<file path="src/rtl/stopwatch_ctrl.sv">
// stopwatch_ctrl: mm:ss stopwatch sequencer with run/pause, clear, field adjust and blink flags
module stopwatch_ctrl #(
    parameter int ADJ_DIV   = 16,
    parameter int BLINK_DIV = 8
) (
    input  logic       clk,
    input  logic       rst,
    input  logic       one_hz,
    input  logic       thirty_two_hz,
    input  logic       btn_pause,
    input  logic       btn_clr,
    input  logic       sw_adj,
    input  logic       sw_sel,
    output logic [3:0] min_tens,
    output logic [3:0] min_ones,
    output logic [3:0] sec_tens,
    output logic [3:0] sec_ones,
    output logic       blank_min,
    output logic       blank_sec,
    output logic       running
);
    localparam int AW = $clog2(ADJ_DIV);
    localparam int BW = $clog2(BLINK_DIV);
    typedef enum logic [1:0] {PAUSED, RUN, ADJUST} state_t;
    state_t        state_q, state_d;
    logic          saved_run_q, saved_run_d;
    logic [1:0]    prev_q, prev_d;
    logic [3:0]    sync1_q, sync1_d, sync2_q, sync2_d;
    logic [1:0]    hist_q, hist_d;
    logic [AW-1:0] adj_cnt_q, adj_cnt_d;
    logic [BW-1:0] blink_cnt_q, blink_cnt_d;
    logic          blink_q, blink_d;
    logic [7:0]    min_q, min_d, sec_q, sec_d;
    logic          blank_min_q, blank_min_d, blank_sec_q, blank_sec_d;
    logic          running_q, running_d;
    logic          one_edge, fast_edge, pause_edge, clr_edge, adj_on, sel;
    logic          in_adj, fast_tick, adj_wrap, blink_wrap, sec_inc, min_inc;

    function automatic logic [7:0] inc_bcd(input logic [7:0] v);
        return v[3:0] == 4'd9 ? (v[7:4] == 4'd5 ? 8'h00 : {v[7:4] + 4'd1, 4'd0})
                              : {v[7:4], v[3:0] + 4'd1};
    endfunction

    // Edge detection and synchronizer chains; sync bits are {sel, adj, clr, pause}
    always_comb begin
        prev_d     = {thirty_two_hz, one_hz};
        sync1_d    = {sw_sel, sw_adj, btn_clr, btn_pause};
        sync2_d    = sync1_q;
        hist_d     = sync2_q[1:0];
        one_edge   = one_hz & ~prev_q[0];
        fast_edge  = thirty_two_hz & ~prev_q[1];
        pause_edge = sync2_q[0] & ~hist_q[0];
        clr_edge   = sync2_q[1] & ~hist_q[1];
        adj_on     = sync2_q[2];
        sel        = sync2_q[3];
    end

    // State register
    always_ff @(posedge clk or posedge rst) begin
        if (rst) begin
            state_q     <= PAUSED;
            saved_run_q <= 1'b0;
        end else begin
            state_q     <= state_d;
            saved_run_q <= saved_run_d;
        end
    end

    // Next state: adjust switch dominates pause presses; exit restores the pre-adjust state
    always_comb begin
        state_d     = state_q;
        saved_run_d = saved_run_q;
        case (state_q)
            PAUSED: if (adj_on) begin
                state_d     = ADJUST;
                saved_run_d = 1'b0;
            end else if (pause_edge) state_d = RUN;
            RUN: if (adj_on) begin
                state_d     = ADJUST;
                saved_run_d = 1'b1;
            end else if (pause_edge) state_d = PAUSED;
            ADJUST: if (!adj_on) state_d = saved_run_q ? RUN : PAUSED;
            default: state_d = PAUSED;
        endcase
    end

    // Datapath and output next values; clear beats any same-cycle increment
    always_comb begin
        in_adj      = state_q == ADJUST;
        fast_tick   = in_adj & fast_edge;
        adj_wrap    = fast_tick && adj_cnt_q == AW'(ADJ_DIV - 1);
        blink_wrap  = fast_tick && blink_cnt_q == BW'(BLINK_DIV - 1);
        adj_cnt_d   = !in_adj ? '0 : !fast_tick ? adj_cnt_q : adj_wrap ? '0 : adj_cnt_q + 1'b1;
        blink_cnt_d = !in_adj ? '0 : !fast_tick ? blink_cnt_q : blink_wrap ? '0 : blink_cnt_q + 1'b1;
        blink_d     = in_adj & (blink_q ^ blink_wrap);
        sec_inc     = (state_q == RUN && one_edge) || (adj_wrap && sel);
        min_inc     = (state_q == RUN && one_edge && sec_q == 8'h59) || (adj_wrap && !sel);
        sec_d       = clr_edge ? 8'h00 : sec_inc ? inc_bcd(sec_q) : sec_q;
        min_d       = clr_edge ? 8'h00 : min_inc ? inc_bcd(min_q) : min_q;
        blank_min_d = state_d == ADJUST && blink_d && !sel;
        blank_sec_d = state_d == ADJUST && blink_d && sel;
        running_d   = state_d == RUN;
    end

    // Datapath, synchronizer and output registers; tick history resets high to suppress a release edge
    always_ff @(posedge clk or posedge rst) begin
        if (rst) begin
            prev_q      <= 2'b11;
            sync1_q     <= '0;
            sync2_q     <= '0;
            hist_q      <= '0;
            adj_cnt_q   <= '0;
            blink_cnt_q <= '0;
            blink_q     <= 1'b0;
            min_q       <= '0;
            sec_q       <= '0;
            blank_min_q <= 1'b0;
            blank_sec_q <= 1'b0;
            running_q   <= 1'b0;
        end else begin
            prev_q      <= prev_d;
            sync1_q     <= sync1_d;
            sync2_q     <= sync2_d;
            hist_q      <= hist_d;
            adj_cnt_q   <= adj_cnt_d;
            blink_cnt_q <= blink_cnt_d;
            blink_q     <= blink_d;
            min_q       <= min_d;
            sec_q       <= sec_d;
            blank_min_q <= blank_min_d;
            blank_sec_q <= blank_sec_d;
            running_q   <= running_d;
        end
    end

    assign min_tens  = min_q[7:4];
    assign min_ones  = min_q[3:0];
    assign sec_tens  = sec_q[7:4];
    assign sec_ones  = sec_q[3:0];
    assign blank_min = blank_min_q;
    assign blank_sec = blank_sec_q;
    assign running   = running_q;
endmodule

</file>
<file path="config.mk">
export PLATFORM = sky130hd
export DESIGN_NAME = stopwatch_ctrl
export DESIGN_NICKNAME = d
export VERILOG_FILES = /design/src/rtl/stopwatch_ctrl.sv
export SDC_FILE = /design/constraint.sdc
export NUM_CORES = 1
export LEC_CHECK = 0
export BUFFER_PORTS_ARGS = -buffer_cell sky130_fd_sc_hd__buf_2
export CAP_MARGIN = 20
export CORE_MARGIN = 2
export CORE_UTILIZATION = 40
export DETAILED_ROUTE_END_ITERATION = 12
export GPL_TIMING_DRIVEN = 0
export PLACE_DENSITY = 0.64
export SETUP_SLACK_MARGIN = 0.02
export SLEW_MARGIN = 15
export SYNTH_ARGS = -nofsm -noshare
export SYNTH_HDL_FRONTEND = slang
export SYNTH_SLANG_ARGS = --single-unit
export TNS_END_PERCENT = 10
</file>
<file path="constraint.sdc">
create_clock -name clk -period 2.2 [get_ports clk]
set_input_delay 0.44 -clock clk [delete_from_list [all_inputs] [get_ports clk]]
set_output_delay 0.44 -clock clk [all_outputs]
set_load 0.03 [all_outputs]
</file>
==> results of run 1 <==
## cells by family after synthesis
logic type | Yosys count
compound gates | 42
xor+xnor | 3
simple gates | 62
fa+ha+maj | 11
buf+inv | 15
mux | 4
flops | 42
## Yosys cell counts (2+ instances only)
library cell / number / area share, %
a21oi_1: 16 / 4.1
nand2b_1: 2 / 0.63
a311oi_1: 3 / 1.3
a41oi_1: 2 / 0.89
nand2_1: 11 / 2.1
or4_1: 3 / 1.1
a41o_1: 2 / 1.0
clkbuf_1: 3 / 0.57
buf_2: 2 / 0.51
and3_1: 3 / 0.95
nand3_1: 6 / 1.5
nor2b_1: 2 / 0.63
mux2_2: 4 / 2.3
nand3b_1: 5 / 1.9
inv_1: 9 / 1.7
a22o_1: 3 / 1.3
dfstp_2: 2 / 2.7
ha_1: 11 / 7.0
nor2_1: 10 / 1.9
o21ai_0: 8 / 2.0
nand4_1: 3 / 0.95
nor3_1: 5 / 1.3
or3_1: 2 / 0.63
xor2_1: 2 / 0.89
dfrtp_1: 40 / 51
and3b_1: 2 / 0.89
## sequential cells by signal, summed over array words and instances, names as in the netlist
register     flops
min_q            8
sec_q            8
adj_cnt_q        4
sync1_q          4
sync2_q          4
blink_cnt_q      3
hist_q           2
prev_q           2
state_q          2
blank_min        1
blank_sec        1
blink_q          1
running          1
saved_run_q      1
## metrics by stage
step	hold WS, ns	util [%]
2_1_floorplan	0.331	-
6_report	0.103	48.3
3_5_place_dp	0.337	46.4
4_1_cts	0.108	48.3
3_3_place_gp	0.332	46.0
5_1_grt	0.123	48.3
## final cells by class
type                    count  area (µm²)
plain buffers               6        32.5
inverters                   9        33.8
flip-flops and latches     42        1050
multi-input cells         122         855
clock inverters             3        21.3
repair buffers             27         150
fillers                   458        2460
well taps                  67        83.8
clock buffers               5        68.8
## worst max path at each step
stage	from	to	slack [ns]	depth (start not counted)
2_1_floorplan	sec_q[1]	min_q[5]	0.22	7
3_3_place_gp	rst	min_q[3]	0.20	2
3_5_place_dp	sec_q[0]	min_q[5]	0.22	6
4_1_cts	sec_q[0]	min_q[5]	0.19	6
5_1_grt	sec_q[0]	min_q[5]	0.05	6
6_report	sec_q[0]	min_q[5]	0.21	6
## power groups by stage
stage | combinational (µW) | sequential [µW] | clock [µW]
after detailed placement | 297 | 909 | 0
final | 291 | 893 | 498
after floorplan | 136 | 976 | 0
after global placement | 287 | 907 | 0
after CTS | 297 | 894 | 519
after global routing | 327 | 906 | 547
## metal layers
metal	GRT usage [%]	wire length (µm)
met1	23.0	1820
met2	20.5	1550
met3	3.66	129
met4	6.55	75
met5	0	0
==> run summary, run 1 <==
Outcome - finished, final reports clean
# setup viols final - 0
Slowest CP cell - dfrtp_1
Commonest non-fill, non-tap cell in the layout - dfrtp_1
Critical Path Fanout Max - 8
Worst R2R End - min_q[5]
Switch share - 30.8%
Clock-pin slew on the worst setup and hold paths - 0.08 ns
Period utilization - 90.4%
Drt wl/cell - 12.7 µm
Die extent in x - 74.3 µm
CP cell instances - ha_1 > and3b_1 > clkbuf_1 > and3_1 > o21ai_1 > mux2_2
Remaining global-route overflow - 0
Post-route cell area - 2300 µm²
Clock sinks - 42
Comb pwr share - 17.3%
Initial antenna violation count - 0
DR DRC count - 0
Vias in the first global route - 1287
Sequential-to-total area share from yosys stat - 53.4%
Clock share of power - 29.6%
Internal power - 1160 µW
Final antenna-violating net count - 0
Synth warn - 0
Synth Area in Compound Gates - 14.3%
Vert. Die Dim - 74.3 µm
Synth-to-layout area growth - 16.4%
Placer Congestion - 0.770
CTS Buf Count - 5
Global Route Usage Sum - 15.1%
Peak supply drop - 361 µV
Slew Limit Headroom - 67.8%
Prevailing post-synth register cell - dfrtp_1
Mapped Area - 1970 µm²
Critical path required time - 2.39 ns
Core Footprint - 4750 µm²
CP top delay family - flip-flops
Drt total wl - 3570 µm
Overall power - 1680 µW
Reg power frac - 53.1%
Post-synthesis cell type count - 44
Max clock buf depth - 2
Latest clock arrival within the worst-skew pair - 0.30 ns
#FFs+latches synth - 42
PwrDens - 732 nW/µm²
Final net count - 232
Avg Inst Size Synth - 11.0 µm²
DR vias - 1437
# rows - 25
R2R depth - 6
Initial Utilization - 41.5%
I/O Pins - 27
Post-CTS sizing - 0
Post-DP Area - 2210 µm²
Crit path capture type - flop
Ant. Diodes - 0
Port bufs - 26
Syn Inst Count - 179
Mux contribution to synthesized area - 2.28%
Worst Path Buf+Inv - 1
Setup ws final - 0.211 ns
P_sw - 518 µW
Post-synth EDFFs - 0
Final Critical Period - 1.99 ns
Hold Path Class - in2async
Largest family of logic cells by synthesized area - simple AND/OR/NAND/NOR gates
Clk root buf - clkbuf_8
Placement Setup Slack - 0.223 ns
Worst R2R Start - sec_q[0]
Syn nets - 198
Max_cap viols - 0
Fin. max-slew vios - 0
Simple-gate portion of the synthesized area - 18.4%
Clock Skew - 0.00446 ns
Most frequent cells in the layout - dfrtp_1 (40), buf_2 (28), a21oi_1 (16), nand2_1 (11), ha_1 (11)
Die area - 5510 µm²
Synth Area in Adders - 6.97%
Fin cells - 281
Fraction of layout cells with a size suffix above 1 - 22.9%
Number of hold buffers added after CTS - 0
Peak Freq - 0.503 GHz
RSZ-0062 raised after global routing - false
Worst-Margin Slew - 0.483 ns
Vias per inst - 5.11
R2R setup slack - 0.21 ns
Max incr delay on CP - 0.45 ns
First-pass DRT Iterations - 4
Post CTS Setup Buffer Count - 0
DP Wirelength - 2560 µm
Pleak - 0.00112 µW
Asr flop ratio synth - 100%
Inst Count DP - 273
H-Tree Depth - 2
Synth Area in XOR/XNOR - 1.33%
Drt first-iter violations - 80
Largest net degree at the start of global routing - 28
Worst Setup Start Kind - flop
Final Hold Viols - 0
First-pass GRT wire length - 6330 µm
Critical Path AT - 2.18 ns
Setup TNS - 0 ns
TritonCTS clock tree - built
Crit Path Category - reg2reg
Power figures use the tool's default switching activity.
==> run 2, diff against run 1 <==
Settings changed: CORE_UTILIZATION 40 to 56, PLACE_DENSITY 0.64 to 0.78.
==> run 2 against run 1 <==
  * Clock power is 23% lower
  * First-iteration DRC count increased by 10%
  * Critical path depth unchanged
  * Via count rose by 6.3%
  * Worst setup slack worse by 0.017 ns
  * Die area shrank 27%
  * Non-clock buffer count is the same
  * Final area decreased by 2.2%
==> run summary, run 2 (synthesis gave the netlist of run 1 again) <==
Fraction of layout cells with a size suffix above 1 - 22.9% (unchanged)
Placer Congestion - 0.806 (+4.7%)
Most frequent cells in the layout - dfrtp_1 (40), buf_2 (28), a21oi_1 (16), nand2_1 (11), ha_1 (11)
# rows - 21 (-16%)
Max_cap viols - 0 (unchanged)
Largest regs - min_q: 8 flops, sec_q: 8 flops
Port bufs - 26 (unchanged)
Max clock buf depth - 2 (unchanged)
Drt total wl - 3840 µm (+7.6%)
Final Hold Viols - 0 (unchanged)
Initial antenna violation count - 0 (unchanged)
H-Tree Depth - 2 (unchanged)
I/O Pins - 27 (unchanged)
Critical Path Fanout Max - 10 (+2)
Final net count - 232 (unchanged)
CTS Buf Count - 5 (unchanged)
Remaining global-route overflow - 0 (unchanged)
Crit Path Category - reg2reg
TritonCTS clock tree - built
First-pass DRT Iterations - 4 (unchanged)
Slowest CP cell - or4_1
PwrDens - 702 nW/µm² (-4.1%)
Outcome - finished, final reports clean
Critical Path AT - 2.29 ns (+0.11 ns)
Final hold slack - 0.175 ns (+0.0718 ns)
Die extent in x - 63.4 µm (-15%)
Area of the multi-input gates - 855 µm² (unchanged)
CP cell instances - ha_1 > and4b_4 > a41oi_2 > buf_6 > or4_1 > a21oi_1
Largest net degree at the start of global routing - 30 (+7.1%)
Initial Utilization - 58.7% (+17 points)
Worst Setup Start Kind - flop
# fillers - 272 (-41%)
Clock-pin slew on the worst setup and hold paths - 0.13 ns (+0.05 ns)
Clock Skew - 0.00796 ns (+0.00350 ns)
Final antenna-violating net count - 0 (unchanged)
Slew Limit Headroom - 70.8% (+3.0 points)
Clock sinks - 42 (unchanged)
Hold Path Class - in2reg
Pleak - 0.00111 µW (-0.89%)
Worst-Margin Slew - 0.437 ns (-0.0454 ns)
Max incr delay on CP - 0.50 ns (+0.05 ns)
DR vias - 1527 (+6.3%)
Global Route Usage Sum - 21.6% (+6.5 points)
First-pass GRT wire length - 6710 µm (+6.1%)
Commonest non-fill, non-tap cell in the layout - dfrtp_1
Peak Freq - 0.498 GHz (-0.84%)
Drt first-iter violations - 88 (+10%)
Die area - 4020 µm² (-27%)
Ant. Diodes - 0 (unchanged)
Clk root buf - clkbuf_4
Core Footprint - 3360 µm² (-29%)
Peak supply drop - 675 µV (+87%)
DR DRC count - 0 (unchanged)
Setup TNS - 0 ns (unchanged)
Worst Path Buf+Inv - 1 (unchanged)
# setup viols final - 0 (unchanged)
Register area - 1050 µm² (unchanged)
Critical path required time - 2.49 ns (+0.10 ns)
Fin. max-slew vios - 0 (unchanged)
Synth-to-layout area growth - 13.8%
Vias per inst - 5.87 (+15%)
Period utilization - 91.2% (+0.76 points)
CP top delay family - simple AND/OR/NAND/NOR gates
Latest clock arrival within the worst-skew pair - 0.36 ns (+0.06 ns)
Vias in the first global route - 1510 (+17%)
RSZ-0062 raised after global routing - false
DP Wirelength - 2750 µm (+7.5%)
Vert. Die Dim - 63.4 µm (-15%)
Final Critical Period - 2.01 ns (+0.0168 ns)
Crit path capture type - flop
Post CTS Setup Buffer Count - 0 (unchanged)
Post-CTS sizing - 0 (unchanged)
Drt wl/cell - 14.8 µm (+16%)
-- run 2: cell count changes in the layout (fill, tap and decap cells not counted), sizes merged --
cell         previous run  this run
clkbuf                  8         7
dlygate4sd3             0         1
-- run 2: where the power goes --
group | total (µW) | switching [µW] | internal, µW | leakage [µW]
combinational | 300 | 188 | 112 | 0.000534
clock | 383 | 259 | 124 | 0.0000312
sequential | 894 | 64.2 | 830 | 0.000547
-- run 2: area by class of cell --
class,count,share of cell area [%]
sequential,42,46.9
multi-input combinational,122,38.0
timing repair buffer,28,7.13
tap,46,2.56
clock buffer,5,1.67
inverter,9,1.50
buffer,5,1.28
clock inverter,3,0.947
-- run 2: worst reg2reg max path: stages (launching register included) --
cell,delay [ns]
dfrtp_1,0.44
ha_1,0.24
and4b_4,0.28
a41oi_2,0.15
buf_6,0.17
or4_1,0.50
a21oi_1,0.16
-- run 2: final timing paths --
check / startpoint / to / slack, ns / cells past startpoint
worst max-delay path: adj_cnt_q[0] / sec_q[4] / 0.19 / 6
worst min-delay path: sw_adj / sync1_q[2] / 0.18 / 1
worst max register to register: adj_cnt_q[0] / sec_q[4] / 0.19 / 6
worst min register to register: sync1_q[1] / sync2_q[1] / 0.37 / 0
max in group asynchronous: rst / prev_q[0] / 1.13 / 4
min in group asynchronous: rst / sync1_q[2] / 0.56 / 3
-- run 2: through the flow --
stage | power (µW) | setup slack [ns] | cells | cell area [µm²] | util [%]
6_report | 1580 | 0.194 | 260 | 2250 | 66.8
3_5_place_dp | 1210 | 0.211 | 252 | 2180 | 64.9
3_3_place_gp | 1180 | 0.266 | 251 | 2160 | 64.3
2_1_floorplan | 1110 | 0.225 | 179 | 1970 | -
4_1_cts | 1600 | 0.179 | 261 | 2250 | 66.9
5_1_grt | 1680 | 0.0372 | 260 | 2250 | 66.8
-- run 2: layer usage --
metal	GRT usage [%]	up-vias	wire (µm)
li1	-	726	-
met1	25.5	730	1640
met2	35.4	50	1870
met3	5.71	21	181
met4	12.8	0	151
met5	0	-	0
-- run 2: repair_timing --
item                                    CTS  global route
hold buffers                              1             0
endpoints found under the setup margin    0             1
hold endpoints to repair                  7             0
==> run 3, diff against run 2 <==
Settings changed: RECOVER_POWER set to 25.
==> run 3 against run 2 <==
  * Fmax about the same
  * Sequential share of layout area is 0.052 points higher
  * Sequential power hardly changed
  * Worst setup slack about the same
  * Final area shrank 0.11%
  * Register-to-register slack is essentially flat
  * Flip-flop and latch count stayed put
  * Worst hold slack got worse by 0.0017 ns
  * Critical endpoint unchanged
  * Highest routed layer unchanged
==> run summary, run 3 (synthesis gave the netlist of run 1 again) <==
Worst-Margin Slew - 0.561 ns (+0.124 ns)
Drt wl/cell - 14.7 µm (-0.57%)
First-pass GRT wire length - 6710 µm (unchanged)
Synth-to-layout area growth - 13.7%
R2R depth - 6 (unchanged)
Overall power - 1580 µW (-0.11%)
Vert. Die Dim - 63.4 µm (unchanged)
Setup crit start - adj_cnt_q[0]
Critical path required time - 2.49 ns (about the same)
Global Route Usage Sum - 21.6% (unchanged)
Fraction of layout cells with a size suffix above 1 - 21.5% (-1.4 points)
Crit path capture type - flop
Slew Limit Headroom - 62.5% (-8.3 points)
TritonCTS clock tree - built
Inst Count DP - 252 (unchanged)
Worst Path Buf+Inv - 1 (unchanged)
Worst Setup Start Kind - flop
Critical Path Fanout Max - 10 (unchanged)
Initial Utilization - 58.7% (unchanged)
Crit path depth - 6 (unchanged)
Clk root buf - clkbuf_4
Worst R2R Start - adj_cnt_q[0]
Vias in the first global route - 1510 (unchanged)
Drt first-iter violations - 88 (unchanged)
H-Tree Depth - 2 (unchanged)
Final Hold Viols - 0 (unchanged)
Post-DP Area - 2180 µm² (unchanged)
Post-CTS sizing - 0 (unchanged)
CP top delay family - simple AND/OR/NAND/NOR gates
Max clock buf depth - 2 (unchanged)
Latest clock arrival within the worst-skew pair - 0.36 ns (about the same)
Max_cap viols - 0 (unchanged)
Post CTS Setup Buffer Count - 0 (unchanged)
First-pass DRT Iterations - 4 (unchanged)
Fin. max-slew vios - 0 (unchanged)
Clock Skew - 0.00795 ns (-0.0000104 ns)
Metal3 WL - 156 µm (-14%)
Die area - 4020 µm² (unchanged)
DR top layer - met4
Placer Congestion - 0.806 (unchanged)
Peak supply drop - 673 µV (-0.27%)
Final net count - 232 (unchanged)
Post-route cell area - 2240 µm² (-0.11%)
Die extent in x - 63.4 µm (unchanged)
Pleak - 0.00111 µW (-0.40%)
Final antenna-violating net count - 0 (unchanged)
Hold Path Class - in2reg
# setup viols final - 0 (unchanged)
Slowest CP cell - or4_1
Clock-pin slew on the worst setup and hold paths - 0.13 ns (about the same)
RSZ-0062 raised after global routing - false
Max incr delay on CP - 0.50 ns (about the same)
DR DRC count - 0 (unchanged)
Crit Path Category - reg2reg
Initial antenna violation count - 0 (unchanged)
PwrDens - 702 nW/µm² (about the same)
Setup TNS - 0 ns (unchanged)
Worst hold path stage count - 1 (unchanged)
# fillers - 274 (+0.74%)
Most frequent cells in the layout - dfrtp_1 (40), buf_2 (26), a21oi_1 (16), nand2_1 (11), ha_1 (11)
Critical Path AT - 2.29 ns (about the same)
Final hold slack - 0.173 ns (-0.00175 ns)
Ant. Diodes - 0 (unchanged)
Worst R2R End - sec_q[4]
Largest net degree at the start of global routing - 30 (unchanged)
Largest regs - min_q: 8 flops, sec_q: 8 flops
Worst setup path endpoint - sec_q[4]
Final Critical Period - 2.01 ns (-0.0000180 ns)
DP Wirelength - 2750 µm (unchanged)
Clock sinks - 42 (unchanged)
DR vias - 1534 (+0.46%)
Period utilization - 91.2% (about the same)
Met1 Routed Length - 1650 µm (+0.49%)
Fin cells - 260 (unchanged)
Outcome - finished, final reports clean
Port bufs - 26 (unchanged)
Vias per inst - 5.90 (+0.46%)
Drt total wl - 3820 µm (-0.57%)
# rows - 21 (unchanged)
Remaining global-route overflow - 0 (unchanged)
Commonest non-fill, non-tap cell in the layout - dfrtp_1
Peak Freq - 0.498 GHz (about the same)
DR WL met2 - 1860 µm (-0.21%)
Core Footprint - 3360 µm² (unchanged)
CTS Buf Count - 5 (unchanged)
CP cell instances - ha_1 > and4b_4 > a41oi_2 > buf_6 > or4_1 > a21oi_1
I/O Pins - 27 (unchanged)
R2R setup slack - 0.19 ns (about the same)
==> run 3: cell count changes in the layout (fill, tap and decap cells not counted) <==
cell      before  now
buf_2         28   26
clkbuf_1       2    4
inv_1          8    9
inv_2          1    0
==> run 3: what timing repair did <==
action                                  4_1_cts  5_1_grt
hold endpoints to repair                      7        0
endpoints found under the setup margin        0        1
hold buffers                                  1        0
==> run 3: cell type report <==
type                            count  area (µm²)  share of cell area [%]
Inverter                            9        33.8                    1.51
Buffer                              5        28.8                    1.28
Multi-Input combinational cell    122         855                    38.1
Clock inverter                      3        21.3                   0.948
Clock buffer                        5        37.5                    1.67
Timing Repair Buffer               28         158                    7.02
Tap cell                           46        57.6                    2.56
Sequential cell                    42        1050                    46.9
==> run 3: per-layer routing <==
metal,vias to the layer above,global-route usage [%]
li1,726,-
met3,19,5.71
met5,-,0
met2,49,35.4
met1,740,25.5
met4,0,12.8
==> run 3: worst min path at each step <==
| stage | start | to | slack [ns] |
|---|---|---|---|
| finish | one_hz | prev_q[0] | 0.17 |
| global route | btn_clr | sync1_q[1] | 0.13 |
| CTS | sw_adj | sync1_q[2] | 0.15 |
| detailed placement | sync1_q[1] | sync2_q[1] | 0.34 |
| global placement | sync1_q[2] | sync2_q[2] | 0.33 |
| floorplan | sync1_q[0] | sync2_q[0] | 0.33 |
==> run 3: metrics by stage <==
step	setup WS, ns	util, %
2_1_floorplan	0.225	-
3_3_place_gp	0.266	64.3
3_5_place_dp	0.211	64.9
4_1_cts	0.179	66.9
5_1_grt	0.0372	66.7
6_report	0.194	66.7
==> run 3: power by group <==
part / total [µW] / leakage [µW] / internal, µW / switching [µW]
clock: 382 / 0.0000312 / 124 / 258
combinational: 299 / 0.000530 / 112 / 187
sequential: 894 / 0.000547 / 830 / 64.1
